===== config.mk =====
export PLATFORM = sky130hd
export DESIGN_NAME = parity_frame_tx_flat
export DESIGN_NICKNAME = d
export VERILOG_FILES = /design/src/rtl/parity_frame_tx_if.sv /design/src/rtl/parity_frame_tx.sv /design/src/flat_wrapper.sv
export SDC_FILE = /design/constraint.sdc
export NUM_CORES = 1
export LEC_CHECK = 0
export ABC_CLOCK_PERIOD_IN_PS = 3200
export CORE_MARGIN = 2
export CORE_UTILIZATION = 47
export DETAILED_ROUTE_END_ITERATION = 8
export GPL_TIMING_DRIVEN = 0
export HOLD_SLACK_MARGIN = 0.05
export PLACE_DENSITY = 0.68
export SYNTH_ARGS = -nofsm -noshare
export SYNTH_HDL_FRONTEND = slang
export SYNTH_SLANG_ARGS = --single-unit

===== constraint.sdc =====
create_clock -name clk -period 3.2 [get_ports clk]
set_input_delay 0.32 -clock clk [delete_from_list [all_inputs] [get_ports clk]]
set_output_delay 0.32 -clock clk [all_outputs]
set_load 0.02 [all_outputs]

===== src/rtl/parity_frame_tx_if.sv =====
// Word handshake between the parity encoder (master) and the frame transmitter (slave).
// Carries the data word, its parity bit and the valid/ready pair.
interface parity_frame_tx_if #(
    parameter int unsigned DATA_W = 4
);
    logic [DATA_W-1:0] in_data;
    logic              in_parity;
    logic              in_valid;
    logic              in_ready;

    modport master (output in_data, output in_parity, output in_valid, input in_ready);
    modport slave  (input in_data, input in_parity, input in_valid, output in_ready);
endinterface


===== src/rtl/parity_frame_tx.sv =====
// Serial frame transmitter: start(0), data LSB-first, parity, stop(1) on an idle-high line.
// Define STOP2_EN to send two stop bits (tx_done moves out by one bit time).
module parity_frame_tx #(
    parameter int unsigned DATA_W       = 4,
    parameter int unsigned CLKS_PER_BIT = 16
) (
    input  logic                clk,
    input  logic                rst_n,
    parity_frame_tx_if.slave    in_bus,
    output logic                tx_out,
    output logic                busy,
    output logic                tx_done
);

`ifdef STOP2_EN
    localparam int unsigned STOP_BITS = 2;
`else
    localparam int unsigned STOP_BITS = 1;
`endif

    localparam int unsigned CNT_W = $clog2(CLKS_PER_BIT + 1);
    localparam int unsigned BIT_W = $clog2(DATA_W + 1);

    localparam logic [CNT_W-1:0] CNT_LAST  = CNT_W'(CLKS_PER_BIT - 1);
    localparam logic [BIT_W-1:0] DATA_LAST = BIT_W'(DATA_W - 1);
    localparam logic [BIT_W-1:0] STOP_LAST = BIT_W'(STOP_BITS - 1);

    typedef enum logic [2:0] {IDLE, START, DATA, PARITY, STOP} state_t;

    state_t            state;
    logic [CNT_W-1:0]  baud_cnt;
    logic [BIT_W-1:0]  bit_idx;
    logic [DATA_W-1:0] data_q;
    logic              parity_q;
    logic              wrap;

    assign wrap = (baud_cnt == CNT_LAST);

    always_ff @(posedge clk or negedge rst_n) begin
        if (!rst_n) begin
            state           <= IDLE;
            baud_cnt        <= '0;
            bit_idx         <= '0;
            data_q          <= '0;
            parity_q        <= 1'b0;
            tx_out          <= 1'b1;
            busy            <= 1'b0;
            tx_done         <= 1'b0;
            in_bus.in_ready <= 1'b0;
        end else begin
            tx_done <= 1'b0;
            if (state != IDLE) begin
                baud_cnt <= wrap ? '0 : baud_cnt + CNT_W'(1);
            end
            case (state)
                IDLE: begin
                    in_bus.in_ready <= 1'b1;
                    baud_cnt        <= '0;
                    bit_idx         <= '0;
                    if (in_bus.in_valid && in_bus.in_ready) begin
                        data_q          <= in_bus.in_data;
                        parity_q        <= in_bus.in_parity;
                        in_bus.in_ready <= 1'b0;
                        busy            <= 1'b1;
                        tx_out          <= 1'b0;
                        state           <= START;
                    end
                end
                // data_q shifts right each bit so the next bit to send is always bit 0
                START: begin
                    if (wrap) begin
                        tx_out  <= data_q[0];
                        data_q  <= data_q >> 1;
                        bit_idx <= '0;
                        state   <= DATA;
                    end
                end
                DATA: begin
                    if (wrap) begin
                        if (bit_idx == DATA_LAST) begin
                            tx_out  <= parity_q;
                            bit_idx <= '0;
                            state   <= PARITY;
                        end else begin
                            tx_out  <= data_q[0];
                            data_q  <= data_q >> 1;
                            bit_idx <= bit_idx + BIT_W'(1);
                        end
                    end
                end
                PARITY: begin
                    if (wrap) begin
                        tx_out  <= 1'b1;
                        bit_idx <= '0;
                        state   <= STOP;
                    end
                end
                STOP: begin
                    if (wrap) begin
                        if (bit_idx == STOP_LAST) begin
                            tx_done         <= 1'b1;
                            in_bus.in_ready <= 1'b1;
                            busy            <= 1'b0;
                            state           <= IDLE;
                        end else begin
                            bit_idx <= bit_idx + BIT_W'(1);
                        end
                    end
                end
                default: begin
                    tx_out <= 1'b1;
                    busy   <= 1'b0;
                    state  <= IDLE;
                end
            endcase
        end
    end

endmodule


===== src/flat_wrapper.sv =====
// flat-port wrapper written by rule: the top's interface ports become plain ports
module parity_frame_tx_flat 
#(
    parameter int unsigned DATA_W       = 4,
    parameter int unsigned CLKS_PER_BIT = 16
)
  (clk, rst_n, tx_out, busy, tx_done, in_bus_in_data, in_bus_in_parity, in_bus_in_valid, in_bus_in_ready);
  parity_frame_tx_if #(.DATA_W(DATA_W)) in_bus_i ();
  input  logic clk;
  input  logic rst_n;
  output logic tx_out;
  output logic busy;
  output logic tx_done;
  input wire logic [$bits(in_bus_i.in_data)-1:0] in_bus_in_data;
  input wire logic [$bits(in_bus_i.in_parity)-1:0] in_bus_in_parity;
  input wire logic [$bits(in_bus_i.in_valid)-1:0] in_bus_in_valid;
  output wire logic [$bits(in_bus_i.in_ready)-1:0] in_bus_in_ready;
  assign in_bus_i.in_data = in_bus_in_data;
  assign in_bus_i.in_parity = in_bus_in_parity;
  assign in_bus_i.in_valid = in_bus_in_valid;
  assign in_bus_in_ready = in_bus_i.in_ready;
  parity_frame_tx #(.DATA_W(DATA_W), .CLKS_PER_BIT(CLKS_PER_BIT)) u_core (.clk(clk), .rst_n(rst_n), .in_bus(in_bus_i), .tx_out(tx_out), .busy(busy), .tx_done(tx_done));
endmodule

# ---- After elaboration in Yosys (flattened, before gate mapping)
# Cells that the tools add are included.
dict set report classes {
  n_addsub 2
  mux 39
  eq_ne 16
  bitwise 2
  n_reduce_logical 17
}
# op n
set op_table {}
lappend op_table {{2-to-1 mux 3 bit} 12}
lappend op_table {{2-to-1 mux 4 bit} 4}
lappend op_table {{!= test 2 x 1 -> 1 bit, second input constant} 8}
lappend op_table {{2-to-1 mux 5 bit} 3}
lappend op_table {{case mux 3 bit (5 select lines)} 1}
lappend op_table {{AND reduction 5 bit} 3}
lappend op_table {{2-to-1 mux 1 bit} 14}
lappend op_table {{case mux 3 bit (4 select lines)} 1}
lappend op_table {{case mux 4 bit (3 select lines)} 1}
lappend op_table {{equality test 3 x 2 -> 1 bit, second input constant} 3}
lappend op_table {{AND reduction 7 bit} 1}
lappend op_table {{zero test 3 bit} 2}
lappend op_table {{nonzero test 3 bit} 2}
lappend op_table {{adder 5 x 1 -> 5 bit, second input constant} 1}
lappend op_table {{equality test 5 x 4 -> 1 bit, second input constant} 1}
lappend op_table {{case mux 1 bit (5 select lines)} 1}
lappend op_table {{!= test 2 bit, second input constant} 2}
lappend op_table {{AND reduction 4 bit} 1}
lappend op_table {{nonzero test 2 bit} 2}
lappend op_table {{nonzero test 4 bit} 1}
lappend op_table {{adder 3 x 1 -> 3 bit, second input constant} 1}
lappend op_table {{equality test 3 x 1 -> 1 bit, second input constant} 1}
lappend op_table {{equality test 3 bit, second input constant} 1}
lappend op_table {{case mux 1 bit (3 select lines)} 1}
lappend op_table {{other kinds (7)} 8}
dict set report totals {
  word_cells 85
  output_inout_bits 4
  inputBits 8
  reg_bits 20
}

# ---- Depth between registers and ports, before layout
dict set report depth {
  ltp_word 4
  ltp_mapped 7
  depth_no_buf 7
}

# ---- Worst setup path after synthesis
# Ideal clock, no wire load.
dict set report synth_path {
  path_type {register to register}
  from {register u_core.state[0]}
  to {register u_core.data_q[0]}
  path_buffers 1
  path_stages_with_launch 6
  arrival_ns 1.528
  path_slack_ns 1.544
  path_cell_list {dfrtp_1 > buf_6 > nand2b_1 > a21oi_1 > mux2_2 > mux2_1}
}
dict set report synth_between {
  elab_chain_len 3
  elab_cells_between_ends 10
  classes_between {6 x eq/ne; 1 x mux; 3 x reduce/logical}
}
# item line_no
set synth_rtl {}
lappend synth_rtl {{start, declared} parity_frame_tx.sv:30} ;# state_t state;
lappend synth_rtl {{start signal, assigned} parity_frame_tx.sv:41} ;# state <= IDLE;
lappend synth_rtl {{start signal, assigned} parity_frame_tx.sv:66} ;# state <= START;
lappend synth_rtl {{start signal, assigned} parity_frame_tx.sv:75} ;# state <= DATA;
lappend synth_rtl {{equality test 3 x 2 -> 1 bit, or another cell as far along} parity_frame_tx.sv:55} ;# case (state)
lappend synth_rtl {{!= test 2 bit (no source line), or another cell as far along} --}
lappend synth_rtl {{AND reduction 5 bit (no source line)} --}
lappend synth_rtl {{end signal, assigned} parity_frame_tx.sv:61} ;# data_q <= in_bus.in_data;
lappend synth_rtl {{end signal, assigned} parity_frame_tx.sv:73} ;# data_q <= data_q >> 1;
lappend synth_rtl {{end signal, assigned} parity_frame_tx.sv:86} ;# data_q <= data_q >> 1;
lappend synth_rtl {{end, declared} parity_frame_tx.sv:33} ;# logic [DATA_W-1:0] data_q;
# Parallel ways exist; a longest one is shown, timed or not.
# A chain may end at the register's enable or synchronous reset.

# ---- Worst setup path after layout
dict set report layout_path {
  from {register u_core.state[0]}
  to {register u_core.data_q[2]}
}
# The elaborated chain is that of the path after synthesis.

==> flow_summary.html <==
<table>
<tr><th>Metric</th><th>Value</th></tr>
<tr><th colspan="2">GRT</th></tr>
<tr><td>Number of global-route vias before repair</td><td>840</td></tr>
<tr><td>Antenna violations before repair</td><td>0</td></tr>
<tr><td>Total global routing overflow</td><td>0</td></tr>
<tr><td>Pin count of the biggest net entering global routing</td><td>21</td></tr>
<tr><td>Aggregate global-route resource usage</td><td>18.0%</td></tr>
<tr><td>Wire length of the first global-routing pass</td><td>3620 um</td></tr>
<tr><th colspan="2">Synthesis</th></tr>
<tr><td>Post-Synth Adder-Cell Area</td><td>6.76%</td></tr>
<tr><td>Share of synthesized registers carrying an async set or reset</td><td>100%</td></tr>
<tr><td>Avg Synthesized Cell Area</td><td>10.6 um^2</td></tr>
<tr><td>Synth Area in Compound Gates</td><td>12.2%</td></tr>
<tr><td>Post-synthesis cell count</td><td>105</td></tr>
<tr><td>YS warnings</td><td>0</td></tr>
<tr><td>Number of distinct library cells after synthesis</td><td>37</td></tr>
<tr><td>Fraction of the mapped netlist area in simple logic gates</td><td>21.1%</td></tr>
<tr><td>Share of Yosys cell area claimed by the top area cell type</td><td>42.8%</td></tr>
<tr><td>Post-synthesis net count</td><td>119</td></tr>
<tr><td>Register area share after synthesis</td><td>45.2%</td></tr>
<tr><td>Seq cells post-synth</td><td>20</td></tr>
<tr><td>Largest family of logic cells by synthesized area</td><td>simple AND/OR/NAND/NOR gates</td></tr>
<tr><td>Synth top area cells</td><td>sky130_fd_sc_hd__dfrtp_1 (43%), sky130_fd_sc_hd__ha_1 (6.8%), sky130_fd_sc_hd__mux2_1 (4.1%)</td></tr>
<tr><td>Number of enable-type register cells in the synthesized netlist</td><td>0</td></tr>
<tr><td>Xor-xnor portion of the synthesized cell area</td><td>2.37%</td></tr>
<tr><td>Biggest area consumer among synthesized cells</td><td>sky130_fd_sc_hd__dfrtp_1</td></tr>
<tr><td>Post-synth design cell area</td><td>1110 um^2</td></tr>
<tr><td>Share of synthesized area spent on multiplexers</td><td>9.02%</td></tr>
<tr><td>Prevailing post-synth register cell</td><td>sky130_fd_sc_hd__dfrtp_1</td></tr>
<tr><th colspan="2">Worst hold path</th></tr>
<tr><td>Hold Path End</td><td>u_core.baud_cnt[0]</td></tr>
<tr><td>Hold Path Stages</td><td>1</td></tr>
<tr><td>Kind of path behind the tightest hold check</td><td>register to register</td></tr>
<tr><td>Critical hold path startpoint</td><td>u_core.baud_cnt[0]</td></tr>
<tr><th colspan="2">Run</th></tr>
<tr><td>Max-capacitance violation count</td><td>0</td></tr>
<tr><th colspan="2">Floorplanning</th></tr>
<tr><td>Total Die Area</td><td>2770 um^2</td></tr>
<tr><td>Die height</td><td>52.6 um</td></tr>
<tr><td>I/O Pins</td><td>12</td></tr>
<tr><td>Die X-Extent</td><td>52.6 um</td></tr>
<tr><td>Row count</td><td>17</td></tr>
<tr><td>Floorplan Core Area</td><td>2210 um^2</td></tr>
<tr><td>Initial Util</td><td>50.2%</td></tr>
<tr><th colspan="2">Critical path</th></tr>
<tr><td>FF-to-FF End</td><td>u_core.data_q[2]</td></tr>
<tr><td>Cell at the slowest stage of the critical path</td><td>sky130_fd_sc_hd__dfrtp_1</td></tr>
<tr><td>Worst path required time</td><td>3.40 ns</td></tr>
<tr><td>Top fanout value on the critical path</td><td>10</td></tr>
<tr><td>Buffer and inverter count on the worst path</td><td>1</td></tr>
<tr><td>Crit-path cells</td><td>buf_6, nand2b_1, a21oi_1, mux2_2, mux2_1</td></tr>
<tr><td>Number of cell instances on the worst register-to-register path</td><td>5</td></tr>
<tr><td>Arrival time of data at the critical path endpoint</td><td>2.02 ns</td></tr>
<tr><td>Crit path max-delay family</td><td>multiplexers</td></tr>
<tr><td>Reg-to-reg startpoint</td><td>u_core.state[0]</td></tr>
<tr><td>Sort of element at the end of the critical path</td><td>register</td></tr>
<tr><td>Launching element type of the critical path</td><td>register</td></tr>
<tr><td>Crit-path max cell delay</td><td>0.39 ns</td></tr>
<tr><td>Crit Path Category</td><td>register to register</td></tr>
<tr><td>Register-to-register setup slack</td><td>1.38 ns</td></tr>
<tr><th colspan="2">Layout</th></tr>
<tr><td>Most frequent cells in the layout</td><td>sky130_fd_sc_hd__dfrtp_1 (19), sky130_fd_sc_hd__clkdlybuf4s50_1 (11), sky130_fd_sc_hd__nor2_1 (9)</td></tr>
<tr><td>Final instance area</td><td>1310 um^2</td></tr>
<tr><td>Most common cell after layout, fill and taps aside</td><td>sky130_fd_sc_hd__dfrtp_1</td></tr>
<tr><td>Number of antenna cells inserted</td><td>0</td></tr>
<tr><td>Number of nets in the layout</td><td>135</td></tr>
<tr><td>Fill count</td><td>200</td></tr>
<tr><td>Share of the core filled with cells</td><td>59.1%</td></tr>
<tr><td>Share of layout cells above drive strength 1</td><td>14.2%</td></tr>
<tr><td>Area growth from synthesis to layout</td><td>17.8%</td></tr>
<tr><td>Area taken by multi-input logic gates</td><td>571 um^2</td></tr>
<tr><td>Flip-flop and latch area</td><td>502 um^2</td></tr>
<tr><th colspan="2">STA</th></tr>
<tr><td>Maximum clock skew at final layout</td><td>0.00227 ns</td></tr>
<tr><td>Actual slew at the worst max-slew pin</td><td>0.900 ns</td></tr>
<tr><td>Number of pins exceeding their max-slew limit in the final report</td><td>0</td></tr>
<tr><td>Total of endpoints with negative setup slack in the final report</td><td>0</td></tr>
<tr><td>Setup total negative slack</td><td>0 ns</td></tr>
<tr><td>Max Fclk</td><td>0.549 GHz</td></tr>
<tr><td>Final hold violation count</td><td>0</td></tr>
<tr><td>Min Clock Period, post-route</td><td>1.82 ns</td></tr>
<tr><td>Part of the cycle the worst path needs</td><td>57.0%</td></tr>
<tr><td>Worst slew margin</td><td>39.8%</td></tr>
<tr><td>Unrepaired setup endpoints after global routing</td><td>no</td></tr>
<tr><th colspan="2">Pwr</th></tr>
<tr><td>PwrDens</td><td>844 nW/um^2</td></tr>
<tr><td>Worst IR drop on VDD</td><td>0.000584 V</td></tr>
<tr><td>Switching fraction of total power</td><td>34.8%</td></tr>
<tr><td>Combinational fraction of design power</td><td>43.1%</td></tr>
<tr><td>Switching power</td><td>0.000384 W</td></tr>
<tr><td>Seq pwr share</td><td>38.1%</td></tr>
<tr><td>Static power due to leakage</td><td>0.592 nW</td></tr>
<tr><td>Total internal power</td><td>0.000719 W</td></tr>
<tr><td>Clock share of power</td><td>18.8%</td></tr>
<tr><th colspan="2">Clock tree</th></tr>
<tr><td>Total clock buffers created by CTS</td><td>3</td></tr>
<tr><td>Clock latency on the worst-skew pair</td><td>0.30 ns</td></tr>
<tr><td>CTS Root Cell</td><td>sky130_fd_sc_hd__clkbuf_4</td></tr>
<tr><td>Resized cells post-CTS</td><td>0</td></tr>
<tr><td>Count of hold buffers inserted by post-cts repair</td><td>0</td></tr>
<tr><td>TritonCTS clock tree</td><td>yes</td></tr>
<tr><td>Depth of the CTS H-tree</td><td>1</td></tr>
<tr><td>Buffers from clock root to sink, at most</td><td>2</td></tr>
<tr><td>Num Clock Sinks</td><td>20</td></tr>
<tr><td>Post-CTS Setup Inserts</td><td>0</td></tr>
<tr><td>Clock transition time at the flip-flop clock pins of the worst setup and hold paths</td><td>0.11 ns</td></tr>
<tr><th colspan="2">Drt</th></tr>
<tr><td>Post-detailed-route DRC marker count</td><td>0</td></tr>
<tr><td>Routed vias</td><td>804</td></tr>
<tr><td>Vias/cell</td><td>5.43</td></tr>
<tr><td>Final ANT Viol Nets</td><td>0</td></tr>
<tr><td>Initial DRT Pass Iterations</td><td>4</td></tr>
<tr><td>Routed length per placed instance</td><td>13.6 um</td></tr>
<tr><td>First DRT Iteration DRCs</td><td>9</td></tr>
<tr><td>Detailed-route wire length</td><td>2010 um</td></tr>
<tr><th colspan="2">Placement</th></tr>
<tr><td>Total half-perimeter wirelength after legalization and detailed placement</td><td>1480 um</td></tr>
<tr><td>Number of buffers inserted by port buffering</td><td>11</td></tr>
<tr><td>Final weighted congestion in routability-driven placement</td><td>0.742</td></tr>
<tr><td>Instance area after placement</td><td>1250 um^2</td></tr>
<tr><th colspan="2">Outcome</th></tr>
<tr><td>Status</td><td>complete, no violations</td></tr>
</table>
==> sequential cells by signal, indices dropped and copies added, names as in the netlist <==
| signal | flops |
|---|---|
| u_core.parity_q | 1 |
| u_core.baud_cnt | 5 |
| u_core.bit_idx | 3 |
| u_core.tx_out | 1 |
| u_core.tx_done | 1 |
| u_core.in_bus.in_ready | 1 |
| u_core.state | 3 |
| u_core.busy | 1 |
| u_core.data_q | 4 |
==> worst register-to-register path, cell delays in order, from the launching register on <==
cell and delay (ns):
sky130_fd_sc_hd__dfrtp_1 0.39, sky130_fd_sc_hd__buf_6 0.14, sky130_fd_sc_hd__nand2b_1 0.17, sky130_fd_sc_hd__a21oi_1 0.36, sky130_fd_sc_hd__mux2_2 0.39, sky130_fd_sc_hd__mux2_1 0.28
==> how the worst max path moves through the flow <==
stage | from | to | slack, ns | cells after the start
floorplan | u_core.state[0] | u_core.data_q[0] | 1.54 | 5
global placement | u_core.state[0] | u_core.data_q[1] | 1.39 | 5
detailed placement | u_core.state[0] | u_core.data_q[0] | 1.38 | 5
CTS | u_core.state[0] | u_core.data_q[0] | 1.33 | 5
global route | u_core.state[0] | u_core.data_q[0] | 1.29 | 5
finish | u_core.state[0] | u_core.data_q[2] | 1.38 | 5
==> cells by family (layout without fill, tap and decap cells) <==
logic type	count (synthesis)	after routing
compound gates	21	21
xor+xnor	3	3
fa+ha+maj	6	6
buf+inv	7	22
flops	20	20
mux	9	9
simple gates	39	39
==> cells in the mapped netlist (2+ instances only) <==
master	number
sky130_fd_sc_hd__nand2b_1	5
sky130_fd_sc_hd__nand3_1	3
sky130_fd_sc_hd__a21o_1	2
sky130_fd_sc_hd__o22ai_1	2
sky130_fd_sc_hd__a21oi_1	6
sky130_fd_sc_hd__nor3_1	2
sky130_fd_sc_hd__o21ai_0	4
sky130_fd_sc_hd__mux2_1	4
sky130_fd_sc_hd__o21a_1	2
sky130_fd_sc_hd__dfrtp_1	19
sky130_fd_sc_hd__nor2_1	9
sky130_fd_sc_hd__xor2_1	3
sky130_fd_sc_hd__mux2_2	4
sky130_fd_sc_hd__ha_1	6
sky130_fd_sc_hd__inv_1	4
sky130_fd_sc_hd__nand2_1	7
sky130_fd_sc_hd__and2_1	3
==> routing by layer <==
metal / share of wire, % / vias to the layer above / track usage, %
met5: 0 / - / 0
met4: 2.5 / 0 / 12.0
met3: 2.7 / 6 / 2.86
met2: 48 / 14 / 29.6
met1: 47 / 390 / 21.6
li1: - / 394 / -
==> cell type report <==
cell class	instances	share of cell area, %
flip-flops and latches	20	38.4
plain buffers	3	1.72
repair buffers	11	8.42
well taps	28	2.68
inverters	4	1.15
clock buffers	3	1.72
clock inverters	1	2.30
multi-input cells	78	43.6
==> per-stage QoR <==
| step | power (W) | setup slack [ns] | hold slack, ns | cells |
|---|---|---|---|---|
| global placement | 0.000890 | 1.39 | 0.450 | 144 |
| finish | 0.00110 | 1.38 | 0.463 | 148 |
| global route | 0.00119 | 1.29 | 0.507 | 148 |
| floorplan | 0.000781 | 1.54 | 0.0244 | 105 |
| detailed placement | 0.000907 | 1.38 | 0.453 | 144 |
| CTS | 0.00112 | 1.33 | 0.469 | 148 |
==> power by group through the flow <==
stage          Clock, W  Combinational, W  Sequential, W
2_1_floorplan         0          0.000350       0.000431
3_3_place_gp          0          0.000467       0.000423
3_5_place_dp          0          0.000481       0.000426
4_1_cts        0.000213          0.000483       0.000421
5_1_grt        0.000219          0.000538       0.000437
6_report       0.000207          0.000476       0.000420
Note: power is estimated with default switching activity, not from simulation.
